$ cat src/rtl/find_keypoints_unit_pkg.sv
// Shared types and constants for the scale-space keypoint detector.
package find_keypoints_unit_pkg;

    localparam int BIT_DEPTH_DEF = 8;
    localparam int DIMENSION_DEF = 64;
    localparam int NUM_OCTAVES   = 3;
    localparam int OCT_W         = $clog2(NUM_OCTAVES);

    // A 3x3 window is walked as taps 0..8, row-major; tap 4 is the centre.
    localparam int          WINDOW_TAPS   = 9;
    localparam int          WINDOW_CENTRE = 4;
    localparam logic [3:0]  LAST_TAP      = 4'd8;

    // Keypoint word layout, LSB first: is_max, then col, then row.
    localparam int KP_IS_MAX_LSB = 0;
    localparam int KP_COL_LSB    = 1;

    typedef enum logic [2:0] {
        IDLE    = 3'd0,
        SCAN_O1 = 3'd1,
        SCAN_O2 = 3'd2,
        SCAN_O3 = 3'd3,
        DONE    = 3'd4
    } fk_state_e;

    // Row offset (0..2, later biased by -1) of a window tap.
    function automatic logic [1:0] tap_row(input logic [3:0] tap);
        case (tap)
            4'd0, 4'd1, 4'd2: tap_row = 2'd0;
            4'd3, 4'd4, 4'd5: tap_row = 2'd1;
            4'd6, 4'd7, 4'd8: tap_row = 2'd2;
            default:          tap_row = 2'd0;
        endcase
    endfunction

    // Column offset (0..2, later biased by -1) of a window tap.
    function automatic logic [1:0] tap_col(input logic [3:0] tap);
        case (tap)
            4'd0, 4'd3, 4'd6: tap_col = 2'd0;
            4'd1, 4'd4, 4'd7: tap_col = 2'd1;
            4'd2, 4'd5, 4'd8: tap_col = 2'd2;
            default:          tap_col = 2'd0;
        endcase
    endfunction

endpackage

$ cat src/rtl/find_keypoints_unit_if.sv
// Keypoint BRAM write bus: the detector drives it, the keypoint memory sinks it.
interface find_keypoints_unit_if #(
    parameter int DIMENSION = 64
);
    localparam int AW = $clog2(DIMENSION * DIMENSION);
    localparam int CW = $clog2(DIMENSION);

    logic [AW-1:0] key_write_addr;
    logic          key_wea;
    logic [2*CW:0] keypoint_out;

    modport master (output key_write_addr, key_wea, keypoint_out);
    modport slave  (input  key_write_addr, key_wea, keypoint_out);
endinterface

$ cat src/rtl/find_keypoints_unit_extremum_window_27.sv
// Holds one 3x3x3 neighbourhood and reports whether its L2 centre is a strict extremum.
module extremum_window_27
    import find_keypoints_unit_pkg::*;
#(
    parameter int BIT_DEPTH = BIT_DEPTH_DEF
) (
    input  logic                        clk,
    input  logic                        rst_n,
    input  logic                        cap_en,
    input  logic [3:0]                  cap_tap,
    input  logic signed [BIT_DEPTH-1:0] l1,
    input  logic signed [BIT_DEPTH-1:0] l2,
    input  logic signed [BIT_DEPTH-1:0] l3,
    output logic                        is_max,
    output logic                        is_min
);

    logic signed [BIT_DEPTH-1:0] l1_r [WINDOW_TAPS];
    logic signed [BIT_DEPTH-1:0] l2_r [WINDOW_TAPS];
    logic signed [BIT_DEPTH-1:0] l3_r [WINDOW_TAPS];
    logic signed [BIT_DEPTH-1:0] centre_s;
    logic                        gt_all_s;
    logic                        lt_all_s;

    // Store the three layer samples belonging to one window tap.
    always_ff @(posedge clk or negedge rst_n) begin
        if (!rst_n) begin
            for (int i = 0; i < WINDOW_TAPS; i++) begin
                l1_r[i] <= '0;
                l2_r[i] <= '0;
                l3_r[i] <= '0;
            end
        end else if (cap_en && (cap_tap <= LAST_TAP)) begin
            l1_r[cap_tap] <= l1;
            l2_r[cap_tap] <= l2;
            l3_r[cap_tap] <= l3;
        end
    end

    // Centre must strictly beat every one of its 26 neighbours; any tie kills it.
    always_comb begin
        centre_s = l2_r[WINDOW_CENTRE];
        gt_all_s = 1'b1;
        lt_all_s = 1'b1;
        for (int i = 0; i < WINDOW_TAPS; i++) begin
            gt_all_s = gt_all_s & (centre_s > l1_r[i]) & (centre_s > l3_r[i]);
            lt_all_s = lt_all_s & (centre_s < l1_r[i]) & (centre_s < l3_r[i]);
            if (i != WINDOW_CENTRE) begin
                gt_all_s = gt_all_s & (centre_s > l2_r[i]);
                lt_all_s = lt_all_s & (centre_s < l2_r[i]);
            end else begin
                gt_all_s = gt_all_s;
                lt_all_s = lt_all_s;
            end
        end
    end

    assign is_max = gt_all_s;
    assign is_min = lt_all_s;

endmodule

$ cat src/rtl/find_keypoints_unit.sv
// Three-octave scale-space extremum scanner writing packed keypoints to a BRAM.
// Window addresses stream one per cycle; a tag pipeline matched to the 2-cycle
// BRAM latency tells the capture stage which octave/tap/candidate each sample is.
module find_keypoints_unit
    import find_keypoints_unit_pkg::*;
#(
    parameter  int BIT_DEPTH = BIT_DEPTH_DEF,
    parameter  int DIMENSION = DIMENSION_DEF,
    localparam int A1W = $clog2(DIMENSION * DIMENSION),
    localparam int A2W = $clog2((DIMENSION / 2) * (DIMENSION / 2)),
    localparam int A3W = $clog2((DIMENSION / 4) * (DIMENSION / 4)),
    localparam int CW  = $clog2(DIMENSION)
) (
    input  logic                        clk,
    input  logic                        rst_in,
    input  logic                        start,
    output logic [A1W-1:0]              O1L1_read_addr,
    output logic [A1W-1:0]              O1L2_read_addr,
    output logic [A1W-1:0]              O1L3_read_addr,
    input  logic signed [BIT_DEPTH-1:0] O1L1_data,
    input  logic signed [BIT_DEPTH-1:0] O1L2_data,
    input  logic signed [BIT_DEPTH-1:0] O1L3_data,
    output logic [A2W-1:0]              O2L1_read_addr,
    output logic [A2W-1:0]              O2L2_read_addr,
    output logic [A2W-1:0]              O2L3_read_addr,
    input  logic signed [BIT_DEPTH-1:0] O2L1_data,
    input  logic signed [BIT_DEPTH-1:0] O2L2_data,
    input  logic signed [BIT_DEPTH-1:0] O2L3_data,
    output logic [A3W-1:0]              O3L1_read_addr,
    output logic [A3W-1:0]              O3L2_read_addr,
    output logic [A3W-1:0]              O3L3_read_addr,
    input  logic signed [BIT_DEPTH-1:0] O3L1_data,
    input  logic signed [BIT_DEPTH-1:0] O3L2_data,
    input  logic signed [BIT_DEPTH-1:0] O3L3_data,
    find_keypoints_unit_if.master       kp,
    output logic                        keypoints_done,
    output logic                        in_ocatve_3_latched,
    output logic                        O1_DOG_L2L3_done
);

    localparam int KP_ROW_LSB = KP_COL_LSB + CW;

    fk_state_e state_r, state_s;

    logic [CW-1:0]    row_r, col_r, w_max_s, pr_s, pc_s;
    logic [3:0]       tap_r;
    logic             drain_r, issuing_s, last_issue_s, start_accept_s, pipe_empty_s;
    logic [OCT_W-1:0] oct_s;
    logic [A1W-1:0]   o1_addr_r;
    logic [A2W-1:0]   o2_addr_r;
    logic [A3W-1:0]   o3_addr_r;

    logic             tag_a_vld_r, tag_b_vld_r, tag_c_vld_r;
    logic [3:0]       tag_a_tap_r, tag_b_tap_r, tag_c_tap_r;
    logic [CW-1:0]    tag_a_row_r, tag_b_row_r, tag_c_row_r;
    logic [CW-1:0]    tag_a_col_r, tag_b_col_r, tag_c_col_r;
    logic [OCT_W-1:0] tag_a_oct_r, tag_b_oct_r, tag_c_oct_r;

    logic signed [BIT_DEPTH-1:0] l1_s, l2_s, l3_s;
    logic             is_max_s, is_min_s;
    logic             eval_r;
    logic [CW-1:0]    eval_row_r, eval_col_r;

    logic [A1W-1:0]   count_r, key_addr_r;
    logic             full_r, key_wea_r;
    logic [2*CW:0]    keypoint_r;
    logic             done_r, oct3_r, o1_done_r;

    // Per-octave scan geometry derived from the current state.
    always_comb begin
        w_max_s = CW'(DIMENSION - 2);
        oct_s   = OCT_W'(0);
        case (state_r)
            SCAN_O1: begin w_max_s = CW'(DIMENSION - 2);     oct_s = OCT_W'(0); end
            SCAN_O2: begin w_max_s = CW'(DIMENSION / 2 - 2); oct_s = OCT_W'(1); end
            SCAN_O3: begin w_max_s = CW'(DIMENSION / 4 - 2); oct_s = OCT_W'(2); end
            default: begin w_max_s = CW'(DIMENSION - 2);     oct_s = OCT_W'(0); end
        endcase
    end

    assign issuing_s      = (state_r == SCAN_O1) || (state_r == SCAN_O2) ||
                            ((state_r == SCAN_O3) && !drain_r);
    assign last_issue_s   = issuing_s && (row_r == w_max_s) && (col_r == w_max_s) &&
                            (tap_r == LAST_TAP);
    assign start_accept_s = start && ((state_r == IDLE) || (state_r == DONE));
    assign pipe_empty_s   = !tag_a_vld_r && !tag_b_vld_r && !tag_c_vld_r && !eval_r;
    assign pr_s           = row_r + CW'(tap_row(tap_r)) - CW'(1);
    assign pc_s           = col_r + CW'(tap_col(tap_r)) - CW'(1);

    // State register.
    always_ff @(posedge clk or negedge rst_in) begin
        if (!rst_in) state_r <= IDLE;
        else         state_r <= state_s;
    end

    // Next-state logic; octave 3 waits for in-flight windows before DONE.
    always_comb begin
        state_s = state_r;
        case (state_r)
            IDLE, DONE: if (start)                     state_s = SCAN_O1; else state_s = state_r;
            SCAN_O1:    if (last_issue_s)              state_s = SCAN_O2; else state_s = state_r;
            SCAN_O2:    if (last_issue_s)              state_s = SCAN_O3; else state_s = state_r;
            SCAN_O3:    if (drain_r && pipe_empty_s)   state_s = DONE;    else state_s = state_r;
            default:                                   state_s = IDLE;
        endcase
    end

    // Candidate/tap counters walking interior pixels row-major.
    always_ff @(posedge clk or negedge rst_in) begin
        if (!rst_in) begin
            row_r <= CW'(1); col_r <= CW'(1); tap_r <= 4'd0; drain_r <= 1'b0;
        end else if ((state_r == IDLE) || (state_r == DONE)) begin
            row_r <= CW'(1); col_r <= CW'(1); tap_r <= 4'd0; drain_r <= 1'b0;
        end else if (issuing_s) begin
            if (tap_r == LAST_TAP) begin
                tap_r <= 4'd0;
                if (col_r == w_max_s) begin
                    col_r <= CW'(1);
                    if (row_r == w_max_s) begin
                        row_r   <= CW'(1);
                        drain_r <= (state_r == SCAN_O3);
                    end else begin
                        row_r <= row_r + CW'(1);
                    end
                end else begin
                    col_r <= col_r + CW'(1);
                end
            end else begin
                tap_r <= tap_r + 4'd1;
            end
        end
    end

    // Registered BRAM addresses plus the tag pipeline aligned to read latency.
    always_ff @(posedge clk or negedge rst_in) begin
        if (!rst_in) begin
            o1_addr_r <= '0; o2_addr_r <= '0; o3_addr_r <= '0;
            tag_a_vld_r <= 1'b0; tag_a_tap_r <= 4'd0; tag_a_row_r <= '0; tag_a_col_r <= '0; tag_a_oct_r <= '0;
            tag_b_vld_r <= 1'b0; tag_b_tap_r <= 4'd0; tag_b_row_r <= '0; tag_b_col_r <= '0; tag_b_oct_r <= '0;
            tag_c_vld_r <= 1'b0; tag_c_tap_r <= 4'd0; tag_c_row_r <= '0; tag_c_col_r <= '0; tag_c_oct_r <= '0;
        end else begin
            o1_addr_r <= (issuing_s && (state_r == SCAN_O1)) ? {pr_s, pc_s} : '0;
            o2_addr_r <= (issuing_s && (state_r == SCAN_O2)) ? {pr_s[CW-2:0], pc_s[CW-2:0]} : '0;
            o3_addr_r <= (issuing_s && (state_r == SCAN_O3)) ? {pr_s[CW-3:0], pc_s[CW-3:0]} : '0;
            tag_a_vld_r <= issuing_s;   tag_a_tap_r <= tap_r;
            tag_a_row_r <= row_r;       tag_a_col_r <= col_r;       tag_a_oct_r <= oct_s;
            tag_b_vld_r <= tag_a_vld_r; tag_b_tap_r <= tag_a_tap_r;
            tag_b_row_r <= tag_a_row_r; tag_b_col_r <= tag_a_col_r; tag_b_oct_r <= tag_a_oct_r;
            tag_c_vld_r <= tag_b_vld_r; tag_c_tap_r <= tag_b_tap_r;
            tag_c_row_r <= tag_b_row_r; tag_c_col_r <= tag_b_col_r; tag_c_oct_r <= tag_b_oct_r;
        end
    end

    // Pick the octave whose data is arriving this cycle.
    always_comb begin
        l1_s = O1L1_data; l2_s = O1L2_data; l3_s = O1L3_data;
        case (tag_c_oct_r)
            OCT_W'(0): begin l1_s = O1L1_data; l2_s = O1L2_data; l3_s = O1L3_data; end
            OCT_W'(1): begin l1_s = O2L1_data; l2_s = O2L2_data; l3_s = O2L3_data; end
            OCT_W'(2): begin l1_s = O3L1_data; l2_s = O3L2_data; l3_s = O3L3_data; end
            default:   begin l1_s = O1L1_data; l2_s = O1L2_data; l3_s = O1L3_data; end
        endcase
    end

    extremum_window_27 #(.BIT_DEPTH(BIT_DEPTH)) u_window (
        .clk     (clk),
        .rst_n   (rst_in),
        .cap_en  (tag_c_vld_r),
        .cap_tap (tag_c_tap_r),
        .l1      (l1_s),
        .l2      (l2_s),
        .l3      (l3_s),
        .is_max  (is_max_s),
        .is_min  (is_min_s)
    );

    // Flag the cycle after a window's final capture for evaluation.
    always_ff @(posedge clk or negedge rst_in) begin
        if (!rst_in) begin
            eval_r <= 1'b0; eval_row_r <= '0; eval_col_r <= '0;
        end else begin
            eval_r     <= tag_c_vld_r && (tag_c_tap_r == LAST_TAP);
            eval_row_r <= tag_c_row_r;
            eval_col_r <= tag_c_col_r;
        end
    end

    // Keypoint write port; the counter saturates after filling the last slot.
    always_ff @(posedge clk or negedge rst_in) begin
        if (!rst_in) begin
            count_r <= '0; full_r <= 1'b0; key_wea_r <= 1'b0; key_addr_r <= '0; keypoint_r <= '0;
        end else if (start_accept_s) begin
            count_r <= '0; full_r <= 1'b0; key_wea_r <= 1'b0; key_addr_r <= '0; keypoint_r <= '0;
        end else if (eval_r && (is_max_s || is_min_s) && !full_r) begin
            key_wea_r                           <= 1'b1;
            key_addr_r                          <= count_r;
            keypoint_r[KP_ROW_LSB +: CW]        <= eval_row_r;
            keypoint_r[KP_COL_LSB +: CW]        <= eval_col_r;
            keypoint_r[KP_IS_MAX_LSB]           <= is_max_s;
            if (count_r == '1) full_r  <= 1'b1;
            else               count_r <= count_r + A1W'(1);
        end else begin
            key_wea_r <= 1'b0;
        end
    end

    // Scan status flags.
    always_ff @(posedge clk or negedge rst_in) begin
        if (!rst_in) begin
            done_r <= 1'b0; oct3_r <= 1'b0; o1_done_r <= 1'b0;
        end else begin
            done_r    <= (state_s == DONE);
            oct3_r    <= (state_s == SCAN_O3) ? 1'b1 : (start_accept_s ? 1'b0 : oct3_r);
            o1_done_r <= (state_r == SCAN_O1) && (state_s == SCAN_O2);
        end
    end

    assign O1L1_read_addr      = o1_addr_r;
    assign O1L2_read_addr      = o1_addr_r;
    assign O1L3_read_addr      = o1_addr_r;
    assign O2L1_read_addr      = o2_addr_r;
    assign O2L2_read_addr      = o2_addr_r;
    assign O2L3_read_addr      = o2_addr_r;
    assign O3L1_read_addr      = o3_addr_r;
    assign O3L2_read_addr      = o3_addr_r;
    assign O3L3_read_addr      = o3_addr_r;
    assign kp.key_write_addr   = key_addr_r;
    assign kp.key_wea          = key_wea_r;
    assign kp.keypoint_out     = keypoint_r;
    assign keypoints_done      = done_r;
    assign in_ocatve_3_latched = oct3_r;
    assign O1_DOG_L2L3_done    = o1_done_r;

endmodule

$ cat src/flat_wrapper.sv
// flat-port wrapper written by rule: the top's interface ports become plain ports
module find_keypoints_unit_flat import find_keypoints_unit_pkg::*;
#(
    parameter  int BIT_DEPTH = BIT_DEPTH_DEF,
    parameter  int DIMENSION = DIMENSION_DEF,
    localparam int A1W = $clog2(DIMENSION * DIMENSION),
    localparam int A2W = $clog2((DIMENSION / 2) * (DIMENSION / 2)),
    localparam int A3W = $clog2((DIMENSION / 4) * (DIMENSION / 4)),
    localparam int CW  = $clog2(DIMENSION)
)
  (clk, rst_in, start, O1L1_read_addr, O1L2_read_addr, O1L3_read_addr, O1L1_data, O1L2_data, O1L3_data, O2L1_read_addr, O2L2_read_addr, O2L3_read_addr, O2L1_data, O2L2_data, O2L3_data, O3L1_read_addr, O3L2_read_addr, O3L3_read_addr, O3L1_data, O3L2_data, O3L3_data, keypoints_done, in_ocatve_3_latched, O1_DOG_L2L3_done, kp_key_write_addr, kp_key_wea, kp_keypoint_out);
  find_keypoints_unit_if #(.DIMENSION(DIMENSION)) kp_i ();
  input  logic clk;
  input  logic rst_in;
  input  logic start;
  output logic [A1W-1:0] O1L1_read_addr;
  output logic [A1W-1:0] O1L2_read_addr;
  output logic [A1W-1:0] O1L3_read_addr;
  input  logic signed [BIT_DEPTH-1:0] O1L1_data;
  input  logic signed [BIT_DEPTH-1:0] O1L2_data;
  input  logic signed [BIT_DEPTH-1:0] O1L3_data;
  output logic [A2W-1:0] O2L1_read_addr;
  output logic [A2W-1:0] O2L2_read_addr;
  output logic [A2W-1:0] O2L3_read_addr;
  input  logic signed [BIT_DEPTH-1:0] O2L1_data;
  input  logic signed [BIT_DEPTH-1:0] O2L2_data;
  input  logic signed [BIT_DEPTH-1:0] O2L3_data;
  output logic [A3W-1:0] O3L1_read_addr;
  output logic [A3W-1:0] O3L2_read_addr;
  output logic [A3W-1:0] O3L3_read_addr;
  input  logic signed [BIT_DEPTH-1:0] O3L1_data;
  input  logic signed [BIT_DEPTH-1:0] O3L2_data;
  input  logic signed [BIT_DEPTH-1:0] O3L3_data;
  output logic keypoints_done;
  output logic in_ocatve_3_latched;
  output logic O1_DOG_L2L3_done;
  output wire logic [$bits(kp_i.key_write_addr)-1:0] kp_key_write_addr;
  output wire logic [$bits(kp_i.key_wea)-1:0] kp_key_wea;
  output wire logic [$bits(kp_i.keypoint_out)-1:0] kp_keypoint_out;
  assign kp_key_write_addr = kp_i.key_write_addr;
  assign kp_key_wea = kp_i.key_wea;
  assign kp_keypoint_out = kp_i.keypoint_out;
  find_keypoints_unit #(.BIT_DEPTH(BIT_DEPTH), .DIMENSION(DIMENSION)) u_core (.clk(clk), .rst_in(rst_in), .start(start), .O1L1_read_addr(O1L1_read_addr), .O1L2_read_addr(O1L2_read_addr), .O1L3_read_addr(O1L3_read_addr), .O1L1_data(O1L1_data), .O1L2_data(O1L2_data), .O1L3_data(O1L3_data), .O2L1_read_addr(O2L1_read_addr), .O2L2_read_addr(O2L2_read_addr), .O2L3_read_addr(O2L3_read_addr), .O2L1_data(O2L1_data), .O2L2_data(O2L2_data), .O2L3_data(O2L3_data), .O3L1_read_addr(O3L1_read_addr), .O3L2_read_addr(O3L2_read_addr), .O3L3_read_addr(O3L3_read_addr), .O3L1_data(O3L1_data), .O3L2_data(O3L2_data), .O3L3_data(O3L3_data), .kp(kp_i), .keypoints_done(keypoints_done), .in_ocatve_3_latched(in_ocatve_3_latched), .O1_DOG_L2L3_done(O1_DOG_L2L3_done));
endmodule
$ cat config.mk
export PLATFORM = sky130hd
export DESIGN_NAME = find_keypoints_unit_flat
export DESIGN_NICKNAME = d
export VERILOG_FILES = /design/src/rtl/find_keypoints_unit_pkg.sv /design/src/rtl/find_keypoints_unit_if.sv /design/src/rtl/find_keypoints_unit_extremum_window_27.sv /design/src/rtl/find_keypoints_unit.sv /design/src/flat_wrapper.sv
export SDC_FILE = /design/constraint.sdc
export NUM_CORES = 1
export LEC_CHECK = 0
export CAP_MARGIN = 15
export CELL_PAD_IN_SITES_DETAIL_PLACEMENT = 0
export CELL_PAD_IN_SITES_GLOBAL_PLACEMENT = 1
export CORE_ASPECT_RATIO = 1.1
export CORE_UTILIZATION = 45
export CTS_CLUSTER_DIAMETER = 100
export CTS_CLUSTER_SIZE = 28
export DETAILED_ROUTE_END_ITERATION = 12
export PLACE_DENSITY_LB_ADDON = 0.2
export SYNTH_ARGS = -nofsm -noshare
export SYNTH_HDL_FRONTEND = slang
export SYNTH_SLANG_ARGS = --single-unit
$ cat constraint.sdc
create_clock -name clk -period 3.6 [get_ports clk]
set_input_delay 0.72 -clock clk [delete_from_list [all_inputs] [get_ports clk]]
set_output_delay 0.72 -clock clk [all_outputs]
set_load 0.02 [all_outputs]
==> results of run 1 <==
==> logic make-up after synthesis <==
kind of cell,Yosys count
AO/OA/AOI/OAI,440
XOR/XNOR,15
adder cells (fa/ha/maj),237
buffers and inverters,365
flip-flops,378
multiplexers,61
AND/OR/NAND/NOR,610
==> routing by layer <==
metal / part of all wire, % / routed length [um]
met1: 45 / 24300
met4: 2.3 / 1240
met5: 0 / 0
met3: 3.3 / 1790
met2: 49 / 26400
==> sequential cells by signal, summed over array words and instances, names as in the netlist, 8 cells and up <==
name,cells
u_core.O1L1_read_addr,12
u_core.O2L1_read_addr,10
u_core.O3L1_read_addr,8
u_core.count_r,12
u_core.kp.key_write_addr,12
u_core.kp.keypoint_out,13
u_core.u_window.centre_s,8
u_core.u_window.l1_r,72
u_core.u_window.l2_r,64
u_core.u_window.l3_r,72
==> power breakdown <==
part           total [mW]  switching, mW  internal [mW]  leakage, nW
clock network        2.41           1.40           1.00        0.265
logic                10.5           6.05           4.42         6.28
registers            6.71          0.919           5.79         4.74
total                19.6           8.38           11.2         11.3
==> repair_timing <==
item / 4_1_cts / 5_1_grt
buffers inserted: 0 / 3
endpoints found under the setup margin: 7 / 33
pin swaps: 0 / 1
gates resized for setup: 4 / 7
cloned: 0 / 1
==> metrics by stage <==
stage | cells | power, mW | hold slack [ps]
4_1_cts | 2855 | 19.7 | 254
5_1_grt | 2859 | 21.5 | 274
3_3_place_gp | 2826 | 16.8 | 332
6_report | 2859 | 19.6 | 233
3_5_place_dp | 2827 | 17.1 | 335
2_1_floorplan | 2106 | 13.7 | 331
==> cell type report <==
type | count | area [sq um]
timing repair buffer | 272 | 2670
sequential | 378 | 9470
tap | 581 | 727
fill | 4000 | 20900
clock inverter | 5 | 53.8
clock buffer | 23 | 490
multi-input combinational | 1363 | 9290
inverter | 237 | 890
==> final timing paths <==
path | depth (start not counted) | from | end
max in group asynchronous | 2 | rst_in | u_core.col_r[0]
worst max register to register | 12 | u_core.u_window.centre_s[7] | u_core.kp.keypoint_out[3]
worst max-delay path | 12 | u_core.u_window.centre_s[7] | u_core.kp.keypoint_out[3]
min in group clk | 0 | u_core.tag_a_tap_r[0] | u_core.tag_b_tap_r[0]
worst min register to register | 0 | u_core.tag_a_tap_r[0] | u_core.tag_b_tap_r[0]
worst min-delay path | 1 | rst_in | u_core.u_window.l2_r[30]
==> placed cells by master (no fill, tap or decap), types with 17 or more instances in the layout <==
cell and n:
mux2i_1 59, nor2b_1 19, clkdlybuf4s50_1 192, dfrtp_1 373
nand2_1 297, o21ai_0 222, nand4_1 61, buf_4 67
nand3_1 32, a22oi_1 26, a21oi_1 67, nand2b_1 17
clkbuf_16 20, nor2_1 93, ha_1 235, inv_1 236
and2_1 18, a21o_1 21
==> results.yml, run 1 <==
timing:
  grt_setup_unrepaired: "no"
  worstMarginPinSlew_ps: 1010
  postLayoutSetupSlackWorst_ps: 168
  drv_slew: 0
  finalSetupTns_ps: 0
  setup_viol: 0
  finalHoldViolations: 0
  period_minus_slack_ps: 3430
  fin_crit_sh_pct: 95.3
  max-slew-margin-rel_pct: 32.7
  fmax_mhz: 291
  skew_ps: 20.8
finish:
  utilization_pct: 53.0
  final_nets: 2582
  final_cell_area_sq_mm: 0.0236
  syn_to_final_growth_pct: 16.2
  drive_gt1_share_pct: 6.41
  diodes: 0
synthesis:
  synth_seq_area_share_pct: 46.6
  synth_adder_area_share_pct: 14.7
  muxShareOfSynthArea_pct: 3.02
  synth_compound_area_share_pct: 12.8
  synth-simple-area-share_pct: 14.2
  ys_types: 61
  synth_area_leader_cell: "dfrtp_1"
  syn_area_sq_mm: 0.0203
  synth_top_family_by_area: "adder cells"
  yosys-top-cells-area: "dfrtp_1 (46%), ha_1 (14%), nand2_1 (5.5%)"
  synth_seq_cells: 378
  yosys.area.top_type_share_pct: 46.4
  synth_common_cells: "dfrtp_1 (376), nand2_1 (298), inv_1 (236)"
  synth-xor-area-share_pct: 0.647
  synthArstFlopShare_pct: 100
  synthFlopType: "dfrtp_1"
  synth.most_common_cell: "dfrtp_1"
  yosys_warnings: 0
  synth_nets: 2418
  syn_area_per_cell_sq_um: 9.64
  synthCells: 2106
  synth_edf_count: 0
cts:
  h-tree-depth: 1
  clock-root-buffer: "clkbuf_16"
  clock_path_buffers: 3
  holdBufCountCts: 0
  clk_pin_slew_ps: 110
  numCtsBuffers: 18
  insertion_delay_ps: 550
  cts.sinks: 378
  cts_tree: "done"
detailed_routing:
  wl_per_cell_um: 18.8
  drc_errors: 0
  vias_per_cell: 5.29
  drt_iter0_markers: 932
  final_antenna_net_count: 0
  via_count: 15100
  route.final.wire_length_um: 53700
  dr.pass1.iters: 5
grt:
  grt_max_degree: 95
  antenna_found_initial: 1
  globalRouteMet3Util_pct: 2.16
  grtUsageMet2_pct: 42.3
  grtUsageTotal_pct: 24.0
  gr-max-usage-layer: "met2"
  use_met1_pct: 31.4
  grt_overflow: 0
  grt_pass1_vias: 15600
  grt_pass1_wl_um: 85200
run_status:
  status: "completed"
critical_path:
  reg2reg_slack_ps: 170
  path_common_cell: "buf_12"
  cp.arrival_ps: 3890
  start_kind: "flop"
  required_ps: 4050
  slowest_stage: "dfrtp_2"
  cpPeakStageDelay_ps: 490
  critPathBufInv: 3
  critPathKind: "reg2reg"
  path_cells: "buf_12 > ha_1 > or3b_2 > a211oi_2 > a31o_2 > nand4_1 > nor3_2 > nand4b_1 > buf_4 > a21oi_4 > buf_12 > mux2i_1"
  critPathCaptureType: "flop"
  cp_top_family: "simple AND/OR/NAND/NOR gates"
  crit_fanout: 18
place:
  dpl.hpwl_um: 38900
  pre_cts_ws_ps: -41.0
  port_buffers: 193
  place_congestion: 0.871
  place_area_sq_mm: 0.0229
power_and_ir_drop:
  power-per-cell-area_mw_per_mm2: 831
  ir_worst_vdd_uv: 460
  p_leak_nw: 11.3
floorplanning:
  ios: 194
  die_h_um: 225
  initial_core_util_pct: 45.6
  die_area_sq_mm: 0.0460
  chipWidth_um: 204
  core_area_sq_mm: 0.0445
  rows: 81
job:
  cap_viol_max_count: 0
min_path:
  hp-class: "in2async"
(Power assumes the default switching activity.)
==> run 2: changes to the inputs <==
--- a/config.mk
+++ b/config.mk
@@ -7,2 +7,3 @@
 export LEC_CHECK = 0
+export ABC_AREA = 1
 export CAP_MARGIN = 15
@@ -11,3 +12,3 @@
 export CORE_ASPECT_RATIO = 1.1
-export CORE_UTILIZATION = 45
+export CORE_UTILIZATION = 44
 export CTS_CLUSTER_DIAMETER = 100
--- a/constraint.sdc
+++ b/constraint.sdc
@@ -3,2 +3,2 @@
 set_output_delay 0.72 -clock clk [all_outputs]
-set_load 0.02 [all_outputs]
+set_load 0.01 [all_outputs]
==> results.yml, run 2 <==
cts:
  clock_path_buffers: 3
  cts.sinks: 378
  holdBufCountCts: 0
  clk_pin_slew_ps: 120
  postCtsSetupRepairBufs: 0
  ctsResizeCount: 0
  insertion_delay_ps: 560
  cts_tree: "done"
  clock-root-buffer: "clkbuf_16"
  numCtsBuffers: 18
  h-tree-depth: 1
synthesis:
  synthCells: 2521
  synth.most_common_cell: "nand2_1"
  synth_edf_count: 0
  syn_area_sq_mm: 0.0211
  yosys_warnings: 0
  yosys-top-cells-area: "dfrtp_1 (45%), ha_1 (14%), nand2_1 (12%)"
  syn_area_per_cell_sq_um: 8.37
  ys_types: 48
  synth_nets: 2833
  synthArstFlopShare_pct: 100
  synth_seq_area_share_pct: 44.8
  synth_common_cells: "nand2_1 (649), dfrtp_1 (376), inv_1 (352)"
  yosys.area.top_type_share_pct: 44.6
  synth_seq_cells: 378
  synthFlopType: "dfrtp_1"
  synth_area_leader_cell: "dfrtp_1"
timing:
  worst_hold_slack_ps: 189
  fin_crit_sh_pct: 87.9
  finalSetupTns_ps: 0
  setup_viol: 0
  drv_slew: 0
  max-slew-margin-rel_pct: 33.3
  worstMarginPinSlew_ps: 997
  period_minus_slack_ps: 3160
  skew_ps: 25.6
  grt_setup_unrepaired: "no"
  fmax_mhz: 316
  finalHoldViolations: 0
power_and_ir_drop:
  seq_power_share_pct: 31.6
  clockPowerShare_pct: 12.4
  p_int_mw: 11.6
  power_frac_comb_pct: 56.0
  p_leak_nw: 12.3
  power-per-cell-area_mw_per_mm2: 853
  switching_share_pct: 44.3
  ir_worst_vdd_uv: 408
  p_switching_mw: 9.21
critical_path:
  path_cells: "buf_4 > ha_1 > nand2_1 > nor2_1 > nand2_1 > nand3_1 > nand2_1 > a21oi_1 > nand2_1 > nor2_1 > nand2_1 > nor2_1 > nand2_1 > nand2_4 > nand2_4 > nand2_4 > nand2_2 > nand2_1 > nand2_1"
  critPathCaptureType: "flop"
  cpPeakStageDelay_ps: 450
  crit_fanout: 14
  critPathKind: "reg2reg"
  cp.arrival_ps: 3610
  slowest_stage: "dfrtp_1"
  required_ps: 4040
  path_common_cell: "nand2_1"
  start_kind: "flop"
detailed_routing:
  final_antenna_net_count: 0
  vias_per_cell: 4.95
  drc_errors: 0
  met2WireLength_um: 25600
  via_count: 16500
  dr.max_layer_used: "met4"
  route.final.wire_length_um: 55500
  wl_per_cell_um: 16.7
  drt_iter0_markers: 901
  wl_met3_um: 2240
  dr.pass1.iters: 5
  met1_length_um: 26200
grt:
  grtUsageTotal_pct: 23.1
  grt_max_degree: 88
  grt_pass1_vias: 16400
  grt_overflow: 0
  grt_pass1_wl_um: 87800
  antenna_found_initial: 0
finish:
  diodes: 0
  final_common_cell: "nand2_1"
  syn_to_final_growth_pct: 15.5
  layout_common_cells: "nand2_1 (649), dfrtp_1 (376), inv_1 (352), ha_1 (235), o21ai_0 (219)"
  largestRegisters: "u_core.u_window.l1_r (72), u_core.u_window.l3_r (72), u_core.u_window.l2_r (64)"
  instances_no_fill: 3333
  drive_gt1_share_pct: 6.08
  final_nets: 2996
  utilization_pct: 51.8
floorplanning:
  chipWidth_um: 211
  rows: 83
  die_h_um: 232
  die_area_sq_mm: 0.0488
  ios: 194
  core_area_sq_mm: 0.0470
  initial_core_util_pct: 44.9
place:
  port_buffers: 193
  place_congestion: 0.889
  dp_cells: 3301
  dpl.hpwl_um: 39700
job:
  cap_viol_max_count: 0
run_status:
  status: "completed"
min_path:
  hp-class: "in2async"
-- run 2: area by class of cell --
class | instances | area, sq um
sequential | 378 | 9460
clock buffer | 25 | 498
timing repair buffer | 262 | 2570
clock inverter | 7 | 100
fill | 4430 | 22700
inverter | 361 | 1360
tap | 637 | 797
multi-input combinational | 1663 | 9590
-- run 2: final timing paths --
kind,start,end,slack (ps),cells after the start
setup / recovery,u_core.u_window.centre_s[5],u_core.count_r[7],440,19
hold / removal,rst_in,u_core.u_window.l3_r[65],190,1
setup reg to reg,u_core.u_window.centre_s[5],u_core.count_r[7],440,19
hold reg to reg,u_core.tag_c_col_r[0],u_core.eval_col_r[0],340,0
max in group asynchronous,rst_in,u_core.col_r[0],2500,2
min in group clk,u_core.tag_c_col_r[0],u_core.eval_col_r[0],340,0
-- run 2: metrics by stage --
| stage | setup WS [ps] | cell area (sq um) | power (mW) |
|---|---|---|---|
| floorplan | 1000 | 21100 | 14.7 |
| global placement | 505 | 23800 | 18.0 |
| detailed placement | 449 | 23800 | 18.3 |
| CTS | 424 | 24400 | 21.0 |
| global route | 118 | 24400 | 23.1 |
| finish | 437 | 24400 | 20.8 |
-- run 2: layer usage --
layer | global-route usage [%] | up-vias
li1 | - | 8290
met1 | 32.2 | 7806
met2 | 37.8 | 320
met3 | 2.66 | 78
met4 | 6.82 | 0
met5 | 0 | -
-- run 2: critical path: cells and delay by family, from the launching register on --
family | cells | cell delay, ps
fa+ha+maj | 1 | 330
simple gates | 16 | 1850
buf+inv | 1 | 250
flops | 1 | 450
compound gates | 1 | 130
-- run 2: cell families after synthesis --
group	share of synthesized area, %
buffers and inverters	9.81
multiplexers	1.76
AND/OR/NAND/NOR	19.6
XOR/XNOR	0.498
adder cells (fa/ha/maj)	14.1
AO/OA/AOI/OAI	9.33
flip-flops	44.8
-- run 2: power groups by stage --
stage | combinational [mW] | sequential [mW] | clock [mW]
floorplan | 8.08 | 6.66 | 0
global placement | 11.4 | 6.60 | 0
detailed placement | 11.6 | 6.66 | 0
CTS | 11.7 | 6.57 | 2.68
global route | 13.5 | 6.76 | 2.81
finish | 11.6 | 6.56 | 2.59
